## src/rtl/bp_pkg.sv

```systemverilog
// Branch predictor control shared types.
// Tracker entry, FSM states and PC step.
package bp_pkg;

  typedef struct packed {
    logic        valid;
    logic        pred_taken;
    logic [31:0] pred_tgt;
    logic [31:0] pc;
  } bp_entry_t;

  typedef enum logic {
    RUN     = 1'b0,
    RECOVER = 1'b1
  } bp_state_e;

  localparam logic [31:0] PC_INC = 32'd4;

endpackage

```

## src/rtl/bp_sat_counter.sv

```systemverilog
// Saturating event counter.
// Sticks at all-ones instead of wrapping.
module bp_sat_counter
  import bp_pkg::*;
#(
  parameter int CNT_W = 16
) (
  input  logic             clk,
  input  logic             reset,
  input  logic             inc,
  output logic [CNT_W-1:0] cnt
);

  logic [CNT_W-1:0] r_cnt;
  logic             w_sat;

  assign w_sat = &r_cnt;
  assign cnt   = r_cnt;

  // count up until every bit is set
  always_ff @(posedge clk or posedge reset) begin
    if (reset) begin
      r_cnt <= '0;
    end else if (inc && !w_sat) begin
      r_cnt <= r_cnt + 1'b1;
    end
  end

endmodule

```

## src/rtl/branch_pred_ctrl.sv

```systemverilog
// BTB sequencing: tracks predictions to execute,
// issues redirects, flushes and BTB writes.
module branch_pred_ctrl
  import bp_pkg::*;
#(
  parameter logic [31:0] RESET_PC       = 32'h0000_0000,
  parameter int          CNT_W          = 16,
  parameter int          RECOVER_CYCLES = 1
) (
  input  logic             clk,
  input  logic             reset,
  input  logic             stall,
  input  logic [31:0]      fetch_pc,
  input  logic             btb_hit,
  input  logic [31:0]      btb_pred_pc,
  input  logic             ex_is_branch,
  input  logic             ex_taken,
  input  logic [31:0]      ex_target,
  output logic             redirect,
  output logic [31:0]      redirect_pc,
  output logic             flush_f,
  output logic             flush_d,
  output logic             btb_update,
  output logic [31:0]      btb_pc,
  output logic [31:0]      btb_bta,
  output logic [CNT_W-1:0] branch_cnt,
  output logic [CNT_W-1:0] mispred_cnt
);

  localparam int REC_W = $clog2(RECOVER_CYCLES + 1);
  localparam logic [REC_W-1:0] REC_LOAD =
    REC_W'(RECOVER_CYCLES);
  localparam logic [REC_W-1:0] REC_ONE = REC_W'(1);

  logic [31:0]      r_lk_pc;
  bp_entry_t        r_d;
  bp_entry_t        r_e;
  bp_state_e        r_state;
  logic [REC_W-1:0] r_rec_cnt;
  logic             r_redirect;
  logic [31:0]      r_redirect_pc;
  logic             r_flush_f;
  logic             r_flush_d;
  logic             r_btb_update;
  logic [31:0]      r_btb_pc;
  logic [31:0]      r_btb_bta;

  logic             w_resolve;
  logic             w_tgt_miss;
  logic             w_mispred;
  logic [31:0]      w_fix_pc;
  logic             w_btb_wr;
  logic             w_btb_redir;
  logic             w_hit_ok;
  bp_state_e        w_state_nx;
  logic [REC_W-1:0] w_rec_nx;

  // compare the execute resolution with the E prediction
  always_comb begin
    w_resolve   = r_e.valid & ex_is_branch & ~stall;
    w_tgt_miss  = r_e.pred_tgt != ex_target;
    w_mispred   = w_resolve &
                  ((r_e.pred_taken != ex_taken) |
                   (ex_taken & w_tgt_miss));
    w_fix_pc    = ex_taken ? ex_target
                           : r_e.pc + PC_INC;
    w_btb_wr    = w_resolve & ex_taken &
                  (~r_e.pred_taken | w_tgt_miss);
    w_btb_redir = w_hit_ok & ~stall & btb_hit &
                  ~w_mispred;
  end

  // FSM state register
  always_ff @(posedge clk or posedge reset) begin
    if (reset) begin
      r_state   <= RUN;
      r_rec_cnt <= '0;
    end else begin
      r_state   <= w_state_nx;
      r_rec_cnt <= w_rec_nx;
    end
  end

  // FSM next state: mispredicts (re)arm the recovery window
  always_comb begin
    w_state_nx = r_state;
    w_rec_nx   = r_rec_cnt;
    if (w_mispred) begin
      w_state_nx = RECOVER;
      w_rec_nx   = REC_LOAD;
    end else if (r_state == RECOVER && !stall) begin
      if (r_rec_cnt <= REC_ONE) begin
        w_state_nx = RUN;
        w_rec_nx   = '0;
      end else begin
        w_rec_nx   = r_rec_cnt - REC_ONE;
      end
    end
  end

  // FSM outputs: BTB hits only count while running
  always_comb begin
    w_hit_ok = 1'b0;
    unique case (1'b1)
      (r_state == RUN):     w_hit_ok = 1'b1;
      (r_state == RECOVER): w_hit_ok = 1'b0;
      default:              w_hit_ok = 1'b0;
    endcase
  end

  // lookup alignment and D/E prediction tracker
  always_ff @(posedge clk or posedge reset) begin
    if (reset) begin
      r_lk_pc <= '0;
      r_d     <= '0;
      r_e     <= '0;
    end else if (!stall) begin
      r_lk_pc <= fetch_pc;
      if (w_mispred) begin
        r_d <= '0;
        r_e <= '0;
      end else begin
        r_e <= r_d;
        r_d <= '{valid:      1'b1,
                 pred_taken: btb_hit & w_hit_ok,
                 pred_tgt:   btb_pred_pc,
                 pc:         r_lk_pc};
      end
    end
  end

  // registered redirect, flush and BTB write outputs
  always_ff @(posedge clk or posedge reset) begin
    if (reset) begin
      r_redirect    <= 1'b0;
      r_redirect_pc <= RESET_PC;
      r_flush_f     <= 1'b0;
      r_flush_d     <= 1'b0;
      r_btb_update  <= 1'b0;
      r_btb_pc      <= '0;
      r_btb_bta     <= '0;
    end else begin
      r_redirect   <= w_mispred | w_btb_redir;
      r_flush_f    <= w_mispred | w_btb_redir;
      r_flush_d    <= w_mispred;
      r_btb_update <= w_btb_wr;
      if (w_mispred) begin
        r_redirect_pc <= w_fix_pc;
      end else if (w_btb_redir) begin
        r_redirect_pc <= btb_pred_pc;
      end
      if (w_btb_wr) begin
        r_btb_pc  <= r_e.pc;
        r_btb_bta <= ex_target;
      end
    end
  end

  assign redirect    = r_redirect;
  assign redirect_pc = r_redirect_pc;
  assign flush_f     = r_flush_f;
  assign flush_d     = r_flush_d;
  assign btb_update  = r_btb_update;
  assign btb_pc      = r_btb_pc;
  assign btb_bta     = r_btb_bta;

  bp_sat_counter #(.CNT_W(CNT_W)) u_br_cnt (
    .clk   (clk),
    .reset (reset),
    .inc   (w_resolve),
    .cnt   (branch_cnt)
  );

  bp_sat_counter #(.CNT_W(CNT_W)) u_mp_cnt (
    .clk   (clk),
    .reset (reset),
    .inc   (w_mispred),
    .cnt   (mispred_cnt)
  );

endmodule

```

## config.mk

```make
export PLATFORM = sky130hd
export DESIGN_NAME = branch_pred_ctrl
export DESIGN_NICKNAME = d
export VERILOG_FILES = /design/src/rtl/bp_pkg.sv /design/src/rtl/bp_sat_counter.sv /design/src/rtl/branch_pred_ctrl.sv
export SDC_FILE = /design/constraint.sdc
export NUM_CORES = 1
export LEC_CHECK = 0
export CAP_MARGIN = 20
export CORE_MARGIN = 5
export CORE_UTILIZATION = 40
export DETAILED_ROUTE_END_ITERATION = 6
export MAX_ROUTING_LAYER = met4
export PLACE_DENSITY = 0.62
export SLEW_MARGIN = 5
export SYNTH_ARGS = -nofsm -noshare
export SYNTH_HDL_FRONTEND = slang
export SYNTH_SLANG_ARGS = --single-unit
```

## constraint.sdc

```tcl
create_clock -name clk -period 11.9 [get_ports clk]
set_input_delay 2.38 -clock clk [delete_from_list [all_inputs] [get_ports clk]]
set_output_delay 2.38 -clock clk [all_outputs]
set_load 0.02 [all_outputs]
```

# Word-level counts from Yosys, hierarchy flattened
# Cells that the tools add are included.
# totals
register_bits,297
inputBits,102
output_inout_bits,132
word_cells,66
# op_classes
addsub,4
n_lt_le_gt_ge,1
eq_ne,2
n_mux,12
bitwise_logic,16
reduce_logical,12
# ops
op,count
66-bit two-way mux,2
32-bit two-way mux,3
"16-bit by 1-bit adder with 16-bit output, second input constant",2
"32-bit by 3-bit adder with 32-bit output, second input constant",1
32-bit != test,1
16-bit AND reduction,2
1-bit bitwise AND,10
1-bit two-way mux,7
2-bit nonzero test,3
1-bit logical AND,3
1-bit zero test,3
1-bit NOT,3
1-bit bitwise OR,3
2-bit AND reduction,1
"1-bit <= comparator, second input constant",1
1-bit != test,1
"1-bit subtractor, second input constant",1

# Logic depth before layout (Yosys ltp)
# Gate-level depths: netlist of run 1.
# logic_depth
word_depth,8
mapped_depth,9
mapped_depth_nobuf,7

# Hierarchy
# From an unflattened synthesis of run 1, not the netlist that was laid out.
# hier_totals
hier_cells,1217
area_unflattened_um2,13525.5
# modules_own_cells
mod,n_inst,cells_each,area_per_inst_um2,seq_area_each_um2
branch_pred_ctrl,1,1071,11928.9,6606.3
bp_sat_counter,2,73,798.3,400.4

# Least setup slack after synthesis of run 1
# No wires, ideal clock.
# synth_timing
path_type,input port to flip-flop
start,input port ex_target[19]
end,"register r_btb_bta[0], in the netlist btb_bta[0]"
setup_ps,125
arrival_time_ps,3813
t_required_ps,11775
path_slack_ps,7962
cell_stages,8
path_cell_list,xor2_1 nor4_1 and3_1 nand2_1 o211a_1 buf_4 buf_6 mux2_4
# synth_between
elab_chain_len,3
# synth_rtl
item,line_no,rtl
start: declaration,branch_pred_ctrl.sv:18,"input logic [31:0] ex_target,"
32-bit != test,branch_pred_ctrl.sv:61,w_tgt_miss = r_e.pred_tgt != ex_target;
1-bit bitwise OR,branch_pred_ctrl.sv:68,(~r_e.pred_taken | w_tgt_miss);
1-bit bitwise AND,branch_pred_ctrl.sv:67,w_btb_wr = w_resolve & ex_taken &
end signal: assignment,branch_pred_ctrl.sv:154,r_btb_bta <= ex_target;
end: declaration,branch_pred_ctrl.sv:46,logic [31:0] r_btb_bta;
# No other way between the ends.
# A chain may end at the register's enable or synchronous reset.

# Final worst setup path of run 1
# layout_timing
start,input port ex_target[31]
end,"register u_mp_cnt.r_cnt[12], in the netlist u_mp_cnt.cnt[12]"
# layout_between
elab_chain_len,5
# layout_rtl
item,line_no,rtl
32-bit != test,branch_pred_ctrl.sv:61,
1-bit bitwise AND,branch_pred_ctrl.sv:64,(ex_taken & w_tgt_miss));
1-bit bitwise OR,branch_pred_ctrl.sv:63,((r_e.pred_taken != ex_taken) |
1-bit bitwise AND,branch_pred_ctrl.sv:62,w_mispred = w_resolve &
1-bit logical AND,bp_sat_counter.sv:24,end else if (inc && !w_sat) begin
end signal: assignment,bp_sat_counter.sv:25,r_cnt <= r_cnt + 1'b1;
end: declaration,bp_sat_counter.sv:14,logic [CNT_W-1:0] r_cnt;
# No other way between the ends.

==> impl_metrics.env, run 1 <==
export IMPL_status="finished, final reports clean"
export IMPL_r2r_cells=7
export IMPL_ys_seq_elements=296
export IMPL_drtIter0Drc=738
export IMPL_worstReg2RegStart="r_e[63]"
export IMPL_grt_pass1_wl_um=58400
export IMPL_ys_types=45
export IMPL_first_global_vias=9937
export IMPL_antenna_found_initial=1
export IMPL_synth_most_common_cell="dfrtp_1"
export IMPL_post_cts_buffers=0
export IMPL_vias_per_cell=5.18
export IMPL_drcViolationCount=0
export IMPL_synth_seq_area_share_pct=54.4
export IMPL_hold_depth=2
export IMPL_ys_flop_type="dfrtp_1"
export IMPL_overflow=0
export IMPL_setup_violations=0
export IMPL_cp_end_kind="flop"
export IMPL_die_x_um=195
export IMPL_synth_top_cell_by_area="dfrtp_1"
export IMPL_p_int_mw=2.24
export IMPL_rsz0062_at_grt="false"
export IMPL_fin_crit_sh_pct=49.4
export IMPL_wire_per_inst_um=19.4
export IMPL_combPwrFrac_pct=24.9
export IMPL_hold_start="r_d[31]"
export IMPL_path_class="in2reg"
export IMPL_arrival_ps=6260
export IMPL_drt_antenna_violating_nets=0
export IMPL_peakVddDrop_uv=102
export IMPL_drive_gt1_share_pct=12.2
export IMPL_holdBufCountCts=0
export IMPL_crit_fanout=92
export IMPL_drv_slew=0
export IMPL_ff2ff_setup_slack_ps=8050
export IMPL_power_leakage_nw=7.33
export IMPL_path_clk_slew_ps=50
export IMPL_cts_made_buffers=35
export IMPL_hold_viol=0
export IMPL_yosys_area_top_type_share_pct=54.4
export IMPL_dr_wl_met2_um=16500
export IMPL_setup_tns_ps=0
export IMPL_post_synth_cell_area_avg_um2=11.1
export IMPL_skew_ps=13.0
export IMPL_syn_area_um2=13600
export IMPL_h_tree_depth=2
export IMPL_ys_top_cells_by_area="dfrtp_1 (54%), o21ai_1 (8.2%), mux2i_1 (5.9%)"
export IMPL_cts_buffer_depth=3
export IMPL_dieArea_um2=37900
export IMPL_coreArea_um2=33600
export IMPL_worst_pin_slew_ps=1050
export IMPL_insertion_delay_ps=500
export IMPL_final_nets=1524
export IMPL_synth_nets=1331
export IMPL_rows=67
export IMPL_max_freq_ghz=0.170
export IMPL_maxSlewHeadroom_pct=30.1
export IMPL_dr_wl_met3_um=1580
export IMPL_port_buffers=233
export IMPL_hpwl_um=24300
export IMPL_drt_wl_total_um=36600
export IMPL_synthArstFlopShare_pct=100
export IMPL_wl_met1_um=17600
export IMPL_r2r_end="u_mp_cnt.cnt[12]"
export IMPL_synthToLayoutAreaGrowth_pct=27.0
export IMPL_io_pins=234
export IMPL_drv_cap=0
export IMPL_die_y_um=195
export IMPL_synth_edff_count=0
export IMPL_dr_total_vias=9780
export IMPL_synthTopCellsByCount="dfrtp_1 (296), o21ai_1 (222), nand2_1 (155)"
export IMPL_synthCells=1226
export IMPL_pwr_share_seq_pct=41.7
export IMPL_clkPwrFrac_pct=33.3
export IMPL_fin_crit_ps=5880
export IMPL_placed_cell_area_um2=16100
export IMPL_top_layer="met4"
export IMPL_ys_warn_count=0
export IMPL_fin_area_um2=17300
export IMPL_switchingPower_uw=928
export IMPL_cp_start_kind="primary input"
export IMPL_num_fill_cells=2997
export IMPL_grt_start_max_net_pins=229
export IMPL_tritoncts="built"
export IMPL_switching_share_pct=29.3
export IMPL_start_util_pct=40.5
export IMPL_gp_congestion=0.802
export IMPL_clkSinkCount=296
export IMPL_grt_total_usage_pct=19.5
export IMPL_hold_path_endpoint="r_d[31]"
export IMPL_root_buffer="clkbuf_16"
export IMPL_post_cts_resized=0
export IMPL_dr_pass1_iters=5
export IMPL_power_density_nw_per_um2=183
export IMPL_crit_required_ps=12280
export IMPL_hold_class="reg2reg"
## cell type report
| type | count | area [um^2] | share of cell area [%] |
|---|---|---|---|
| inverter | 9 | 41.3 | 0.239 |
| tap | 448 | 561 | 3.24 |
| sequential | 296 | 7410 | 42.8 |
| multi-input combinational | 832 | 5710 | 33.0 |
| clock buffer | 53 | 1060 | 6.10 |
| antenna | 1 | 2.50 | 0.0145 |
| clock inverter | 5 | 77.6 | 0.448 |
| timing repair buffer | 245 | 2460 | 14.2 |
## worst max-delay path, stage by stage
cell and delay [ps]:
clkdlybuf4s50_1 490, xor2_1 230, nor4_1 530, nand4_1 340, and4bb_4 900, buf_4 850, nor4_1 150, mux2_2 310
## per-stage QoR
stage                     hold WS (ps)  utilization [%]  setup WS [ps]  std cells  power (mW)
after floorplan                    443                -           1340       1226        1.74
after global placement             459             48.0           5460       1829        2.12
after detailed placement           466             48.0           5460       1829        2.13
after CTS                          480             51.4           5970       1887        3.20
after global routing               504             51.5           5900       1889        3.32
final                              477             51.5           6020       1889        3.17
## sequential cells by signal (all words and copies together), names as in the netlist, 16 cells and up
signal	flops
r_d	66
r_e	66
btb_bta	32
btb_pc	32
r_lk_pc	32
redirect_pc	32
u_br_cnt.cnt	16
u_mp_cnt.cnt	16
## power by group through the flow
stage	clock network, mW	registers, mW	logic (mW)
floorplan	0	1.44	0.304
global placement	0	1.33	0.789
detailed placement	0	1.33	0.798
CTS	1.08	1.32	0.801
global route	1.13	1.35	0.848
finish	1.06	1.32	0.790
## layout by cell type (no fill, tap or decap), types with 8 or more instances in the layout
cell and n:
inv_1 8, xnor2_1 28, nor2_1 18, xor2_1 56
buf_4 10, nand3_1 24, a21oi_1 16, nor4_1 11
nand4_1 12, clkbuf_1 9, o21ai_0 44, clkdlybuf4s50_1 232
mux2_4 49, mux2i_1 81, and3_1 9, dfrtp_1 296
o21ai_1 222, mux2_2 51, nor3_1 15, clkbuf_16 37
nand2_1 155
## how the worst max path moves through the flow
stage	startpoint	endpoint	slack (ps)	cells past startpoint
CTS	ex_target[31]	u_mp_cnt.cnt[12]	5970	8
finish	ex_target[31]	u_mp_cnt.cnt[12]	6020	8
global placement	ex_target[31]	u_mp_cnt.cnt[12]	5460	8
floorplan	reset	btb_bta[0]	1340	1
global route	ex_target[31]	u_mp_cnt.cnt[12]	5900	8
detailed placement	ex_target[31]	u_mp_cnt.cnt[12]	5460	8
## cell families (layout without fill, tap and decap cells)
kind of cell,Yosys count,after routing,synth area share [%]
buffers and inverters,98,312,3.98
adders and majority gates,3,3,0.275
xor gates and xnor gates,84,84,5.40
DFF,296,296,54.4
muxes,181,181,15.6
AOI/OAI and AO/OA,290,290,10.8
other,0,1,0
and+or+nand+nor,274,274,9.60
## per-layer routing
layer  vias up  track usage (%)
met5         -                -
li1       4652                -
met1      4837             27.9
met3        57             2.79
met2       234             29.1
met4         0             5.78
No activity file was read; power rests on OpenSTA's default activity.
==> run 2: changes to the inputs <==
- clock period: 11.9 -> 6 ns (I/O delays scaled with it)
==> run 2 against run 1 <==
  * Global-route usage hardly changed
  * Hold slack improved by 1.6 ps
  * Clock power up 90%
  * Utilization is 0.089 points lower
  * Routed wire length is essentially flat
  * Sequential power up 98%
  * Clock-buffer cell count stayed put
  * Sequential cell count stayed put
  * Worst setup slack worse by 4200 ps
  * Total power grew 95%
  * Critical path type unchanged
==> impl_metrics.env, run 2 (synthesized netlist as in run 1, its figures left out) <==
export IMPL_clkSinkCount=296
export IMPL_first_global_vias=9868
export IMPL_regArea_um2=7410
export IMPL_grt_total_usage_pct=19.5
export IMPL_num_fill_cells=3049
export IMPL_skew_ps=20.4
export IMPL_vias_per_cell=5.12
export IMPL_setup_violations=0
export IMPL_fin_crit_sh_pct=69.0
export IMPL_maxSlewHeadroom_pct=32.6
export IMPL_reg_top3="r_d x66, r_e x66"
export IMPL_rsz0062_at_grt="false"
export IMPL_crit_fanout=41
export IMPL_hpwl_um=24800
export IMPL_die_y_um=195
export IMPL_post_cts_resized=0
export IMPL_drcViolationCount=0
export IMPL_overflow=0
export IMPL_status="finished, final reports clean"
export IMPL_insertion_delay_ps=510
export IMPL_hold_viol=0
export IMPL_coreArea_um2=33600
export IMPL_post_cts_buffers=0
export IMPL_io_pins=234
export IMPL_cp_start_kind="primary input"
export IMPL_dr_total_vias=9686
export IMPL_final_common_cell="dfrtp_1"
export IMPL_setup_tns_ps=0
export IMPL_grt_pass1_wl_um=58000
export IMPL_rows=67
export IMPL_drive_gt1_share_pct=12.3
export IMPL_drtIter0Drc=714
export IMPL_start_util_pct=40.5
export IMPL_crit_required_ps=6370
export IMPL_worst_pin_slew_ps=1010
export IMPL_slowest_stage="and4bb_4"
export IMPL_antenna_found_initial=0
export IMPL_wire_per_inst_um=19.4
export IMPL_h_tree_depth=2
export IMPL_most_common_layout_cells="dfrtp_1 (296), clkdlybuf4s50_1 (232), o21ai_1 (222)"
export IMPL_cp_end_kind="flop"
export IMPL_final_nets=1527
export IMPL_hold_class="reg2reg"
export IMPL_crit_path_cell_trace="clkdlybuf4s50_1 -> xor2_1 -> nor4_1 -> nand4_1 -> and4bb_4 -> nor2_4 -> buf_4 -> or2_2"
export IMPL_drt_antenna_violating_nets=0
export IMPL_dr_pass1_iters=5
export IMPL_dieArea_um2=37900
export IMPL_power_density_nw_per_um2=358
export IMPL_drt_wl_total_um=36600
export IMPL_total_power_mw=6.19
export IMPL_synthToLayoutAreaGrowth_pct=26.8
export IMPL_cp_num_buf_inv=2
export IMPL_die_x_um=195
export IMPL_port_buffers=233
export IMPL_cts_buffer_depth=3
export IMPL_max_freq_ghz=0.241
export IMPL_power_leakage_nw=7.32
export IMPL_fin_crit_ps=4140
export IMPL_num_antenna_cells=0
export IMPL_path_clk_slew_ps=50
export IMPL_drv_cap=0
export IMPL_multiInputGateArea_um2=5710
export IMPL_path_class="in2reg"
export IMPL_cp_top_family="simple AND/OR/NAND/NOR gates"
export IMPL_drv_slew=0
export IMPL_cts_made_buffers=35
export IMPL_tritoncts="built"
export IMPL_grt_start_max_net_pins=214
export IMPL_peakVddDrop_uv=192
export IMPL_holdBufCountCts=0
export IMPL_arrival_ps=4510
export IMPL_root_buffer="clkbuf_16"
export IMPL_gp_congestion=0.809
export IMPL_critPathMaxStageDelay_ps=810
-- run 2: cell count changes in the layout (fill, tap and decap cells not counted) --
cell	before	now
buf_4	10	12
buf_12	1	3
inv_6	0	1
diode_2	1	0
bufinv_16	2	0
buf_16	1	0
clkinvlp_4	1	2
inv_8	1	0
-- run 2: layer usage --
layer  share of wire, %  routed length [um]  up-vias  GRT usage (%)
met5                  0                   0        -              -
met2                 46               16900      201           29.9
li1                   -                   -     4666              -
met4                1.8                 645        0           4.40
met1                 47               17200     4776           26.9
met3                5.2                1920       43           4.00
-- run 2: layout make-up --
cell class	instances	area share [%]
clock buffers	53	6.11
repair buffers	248	14.4
flip-flops and latches	296	42.9
clock inverters	4	0.152
well taps	448	3.24
multi-input cells	832	33.0
inverters	9	0.217
-- run 2: metrics by stage --
stage | util, % | worst slack (ps) | instance area [um^2] | instances | hold WS, ps
detailed placement | 48.2 | 1220 | 16200 | 1833 | 466
floorplan | - | 869 | 13600 | 1226 | 443
global route | 51.4 | 1670 | 17300 | 1890 | 495
finish | 51.4 | 1860 | 17300 | 1890 | 479
global placement | 48.2 | 1240 | 16200 | 1833 | 458
CTS | 51.4 | 1740 | 17300 | 1890 | 480
-- run 2: report_power, final --
part	leakage (nW)	switching, mW	internal (mW)	total (mW)
logic	3.10	0.771	0.798	1.57
registers	3.68	0.262	2.35	2.61
clock network	0.529	0.800	1.21	2.01
total	7.32	1.83	4.36	6.19
-- run 2: path summary, 6_finish.rpt --
check	from	end	slack [ps]	cells after the start
setup / recovery	ex_target[9]	flush_f	1860	8
hold / removal	r_d[64]	r_d[64]	480	2
min in group asynchronous	reset	btb_bta[23]	1130	2
setup reg to reg	r_e[52]	flush_f	2680	7
hold reg to reg	r_d[64]	r_d[64]	480	2
max in group asynchronous	reset	r_lk_pc[8]	3660	3
-- run 2: worst register-to-register path: cells and delay by family (launching register included) --
family | cells | cell delay (ps)
buffers and inverters | 1 | 350
XOR/XNOR | 1 | 200
flip-flops | 1 | 380
AND/OR/NAND/NOR | 5 | 2260
